--- src/rtl/uart_tx_arbiter.sv ---
// uart_tx_arbiter: round-robin arbiter sharing one UART transmitter among NumReq requesters,
// with a watchdog that abandons a frame whose done tick never arrives.
module uart_tx_arbiter #(
   parameter int unsigned NumReq        = 4,
   parameter int unsigned WordLength    = 8,
   parameter int unsigned TimeoutCycles = 65535,
   localparam int unsigned IdW          = (NumReq > 1) ? $clog2(NumReq) : 1
) (
   input  logic                         clk_i,
   input  logic                         rst_ni,
   input  logic [NumReq-1:0]            req_valid_i,
   input  logic [NumReq*WordLength-1:0] req_data_i,
   output logic [NumReq-1:0]            req_ready_o,
   output logic                         tx_start_o,
   output logic [WordLength-1:0]        tx_data_o,
   input  logic                         tx_done_tick_i,
   output logic [IdW-1:0]               grant_id_o,
   output logic                         busy_o,
   output logic                         timeout_o
);

   typedef enum logic [1:0] {StIdle, StStart, StWait} state_e;

   localparam logic [15:0]    WdogLast = 16'(TimeoutCycles - 1);
   localparam logic [IdW-1:0] LastReq  = IdW'(NumReq - 1);

   state_e                state_q, state_d;
   logic [IdW-1:0]        last_grant_q, last_grant_d;
   logic [IdW-1:0]        grant_id_q, grant_id_d;
   logic [WordLength-1:0] tx_data_q, tx_data_d;
   logic [15:0]           wdog_q, wdog_d;
   logic [IdW-1:0]        winner;
   logic                  any_valid;
   logic [WordLength-1:0] data_arr [NumReq];

   for (genvar k = 0; k < NumReq; k++) begin : g_unpack
      assign data_arr[k] = req_data_i[k*WordLength +: WordLength];
   end

   // Scan offsets from far to near so the nearest set bit after 'last' wins.
   function automatic logic [IdW-1:0] rr_pick(input logic [NumReq-1:0] v,
                                              input logic [IdW-1:0]    last);
      logic [IdW-1:0] w;
      int unsigned    idx;
      logic [IdW-1:0] idx_w;
      w = last;
      for (int i = NumReq; i >= 1; i--) begin
         idx   = (int'(last) + i) % NumReq;
         idx_w = idx[IdW-1:0];
         if (v[idx_w]) w = idx_w;
      end
      return w;
   endfunction

   assign any_valid = |req_valid_i;
   assign winner    = rr_pick(req_valid_i, last_grant_q);

   always_comb begin
      state_d      = state_q;
      last_grant_d = last_grant_q;
      grant_id_d   = grant_id_q;
      tx_data_d    = tx_data_q;
      wdog_d       = wdog_q;
      req_ready_o  = '0;
      tx_start_o   = 1'b0;
      timeout_o    = 1'b0;
      unique case (state_q)
         StIdle: begin
            if (any_valid) begin
               // Ready is masked while reset is held so nothing is offered during reset.
               req_ready_o[winner] = rst_ni;
               last_grant_d        = winner;
               grant_id_d          = winner;
               tx_data_d           = data_arr[winner];
               state_d             = StStart;
            end
         end
         StStart: begin
            tx_start_o = 1'b1;
            wdog_d     = '0;
            state_d    = StWait;
         end
         StWait: begin
            if (tx_done_tick_i) begin
               state_d = StIdle;
            end else if (wdog_q == WdogLast) begin
               timeout_o = 1'b1;
               state_d   = StIdle;
            end else begin
               wdog_d = wdog_q + 16'd1;
            end
         end
         default: state_d = StIdle;
      endcase
   end

   always_ff @(posedge clk_i or negedge rst_ni) begin
      if (!rst_ni) begin
         state_q      <= StIdle;
         last_grant_q <= LastReq;
         grant_id_q   <= '0;
         tx_data_q    <= '0;
         wdog_q       <= '0;
      end else begin
         state_q      <= state_d;
         last_grant_q <= last_grant_d;
         grant_id_q   <= grant_id_d;
         tx_data_q    <= tx_data_d;
         wdog_q       <= wdog_d;
      end
   end

   assign busy_o     = (state_q != StIdle);
   assign tx_data_o  = tx_data_q;
   assign grant_id_o = grant_id_q;

endmodule

--- config.mk ---
export PLATFORM = sky130hd
export DESIGN_NAME = uart_tx_arbiter
export DESIGN_NICKNAME = d
export VERILOG_FILES = /design/src/rtl/uart_tx_arbiter.sv
export SDC_FILE = /design/constraint.sdc
export NUM_CORES = 1
export LEC_CHECK = 0
export CAP_MARGIN = 20
export CORE_MARGIN = 1
export CORE_UTILIZATION = 40
export DETAILED_ROUTE_END_ITERATION = 10
export DONT_BUFFER_PORTS = 1
export SKIP_CTS_REPAIR_TIMING = 1
export SLEW_MARGIN = 20
export SYNTH_ARGS = -nofsm -noshare
export SYNTH_HDL_FRONTEND = slang
export SYNTH_SLANG_ARGS = --single-unit
--- constraint.sdc ---
create_clock -name clk_i -period 1.9 [get_ports clk_i]
set_clock_uncertainty 0.05 [all_clocks]
set_input_delay 0.285 -clock clk_i [delete_from_list [all_inputs] [get_ports clk_i]]
set_output_delay 0.285 -clock clk_i [all_outputs]
set_load 0.02 [all_outputs]
==> out/metrics.csv <==
metric;value;unit
wl_per_cell;17.2;µm
grt_pass1_wl;7420;µm
numCtsBuffers;5;
cts_max_level;2;
whs_path_depth;2;
holdCritPathClass;in2reg;
fillCellCount;418;
critical_path.top_delay_family;simple AND/OR/NAND/NOR gates;
slew_violations;0;
synth_top_cell_area_share;0.372;
hold_ws;177;ps
grt_pass1_vias;1575;
port_buffers;0;
top_level_ports;56;
ys_seq_elements;30;
yosysSeqAreaShare;0.400;
worstReg2RegStart;last_grant_q[1];
worst_slack;-241;ps
synth_top_cell_by_area;dfrtp_1;
synthTopCellsByCount;dfrtp_1 (28), nor2_1 (19), mux2i_1 (13), nand2_1 (13), a211oi_1 (12);
synth.avg_cell_area;10.1;µm²
violations;DRC, setup timing;
routabilityCongestion;0.793;
drv_cap;0;
tightest_slew;654;ps
peakVddDrop;0.700;mV
dpl.hpwl;3460;µm
slowest_delay;560;ps
synth_most_common_cell;dfrtp_1;
period_share;1.13;
track_usage;0.188;
first_pass_iters;7;
pre_cts_slack;-91.5;ps
drc;2;
core_region_area;0.00444;mm²
synth-edff-count;0;
numClockSinks;30;
clk_latency;280;ps
ys.warnings.count;0;
setup-violations-final;13;
route.vias.total;1586;
hp-start;req_data_i[13];
avgViaCountPerCell;5.81;
synth_area;0.00188;mm²
layout-drive-gt1-share;0.357;
synth_async_sr_flop_share;1.00;
worstSetupStartpointType;register;
cts_tree;done;
reg2reg_slack;-120;ps
ant_nets;0;
path_buf_inv;1;
clockRootBuffer;clkbuf_8;
status;finished with violations;
worstPathCellList;nand2b_4 > a21boi_4 > or3_4 > nor3_4 > buf_6;
worst_ep_arrival_time;1810;ps
placed_area;0.00208;mm²
p_leak;1.00;nW
layout_min_cycle_time;2140;ps
fin_nets;261;
syn_inst;187;
path_class;reg2out;
required;1560;ps
start_util;0.424;
max_freq;467;MHz
yosysUniqueCellTypes;46;
p_per_area;1410;mW/mm²
clk_pin_slew_worst_paths;70;ps
rsz0062_at_grt;true;
finalWirelength;4690;µm
cp-end-kind;primary output;
reg2regPathDepth;5;
diodes;0;
grt_max_degree;32;
dieArea;0.00499;mm²
ys_top_cells_by_area;dfrtp_1 (37%), mux2i_1 (6.9%), a211oi_2 (5.3%);
area_growth;25.8;%
timing.rr.end;tx_data_o[1];
synth_nets;228;
crit_path_top_delay_cell;dfstp_2;
die_h;70.6;µm
max_slew_margin;0.562;
synth_ff_type;dfrtp_1;
fp.dieW;70.6;µm
hold_end;tx_data_o[5];
antenna_found_initial;0;
drt_iter0_markers;76;
grt_overflow;0;
clockBufferDepth;2;
critPathMaxFanout;5;
rows;24;
final_hold_viol_count;0;
postLayoutCellArea;0.00237;mm²
[worst max path at each step]
stage                         start        endpoint  depth (start not counted)
floorplan           last_grant_q[0]  req_ready_o[0]                          5
global placement    last_grant_q[0]    tx_data_o[7]                          6
detailed placement  last_grant_q[1]    tx_data_o[5]                          5
CTS                 last_grant_q[0]  req_ready_o[2]                          5
global route        last_grant_q[0]  req_ready_o[0]                          5
finish              last_grant_q[0]  req_ready_o[2]                          5
[power by group]
| part | switching, mW | internal, mW |
|---|---|---|
| Combinational | 0.865 | 0.716 |
| Clock | 0.258 | 0.390 |
| Sequential | 0.272 | 0.835 |
| Total | 1.40 | 1.94 |
[final cells by class]
class                   instances  area, µm²  area share
multi-input cells             146       1130       0.478
flip-flops and latches         30        753       0.318
repair buffers                 35        298       0.126
clock buffers                   5       68.8      0.0291
inverters                       2       7.51     0.00317
well taps                      52       65.1      0.0275
clock inverters                 3       45.0      0.0190
[through the flow]
step                      power, mW  cells  utilization  TNS (ps)
after floorplan                2.08    187            -      -171
after global placement         2.48    252        0.468      -198
after detailed placement       2.54    252        0.468      -743
after CTS                      3.20    260        0.494     -2060
after global routing           3.55    273        0.533     -3720
final                          3.34    273        0.533     -1810
[registers in the layout, summed over array words and instances (netlist names)]
register      count
tx_data_o         8
grant_id_o        2
last_grant_q      2
wdog_q           16
state_q           2
[cells by family (layout without fill, tap and decap cells)]
group                    after synthesis  count (layout)  share of synthesized area
flip-flops                            30              30                      0.400
adder cells (fa/ha/maj)                2               2                     0.0133
AO/OA/AOI/OAI                         43              43                      0.181
XOR/XNOR                               4               4                     0.0186
AND/OR/NAND/NOR                       84              84                      0.278
buffers and inverters                 11              45                     0.0392
multiplexers                          13              13                     0.0691
[cell usage in the layout (no fill, tap or decap), drive strengths merged, types with 5 or more instances in the layout]
cell type / Yosys / layout
a211oi: 20 / 20
a21oi: 10 / 10
and3: 5 / 5
buf: 7 / 34
clkbuf: 2 / 5
dfrtp: 28 / 28
mux2i: 13 / 13
nand2: 13 / 13
nand2b: 5 / 5
nand3: 6 / 6
nor2: 20 / 20
nor3: 7 / 7
nor4b: 8 / 8
o21ai: 6 / 6
[layer usage]
layer	vias up	wire length, µm	GRT usage
met4	0	40	0.0467
li1	765	-	-
met5	-	0	0
met2	38	2320	0.316
met3	4	201	0.0584
met1	779	2130	0.238
(Power assumes the default switching activity.)
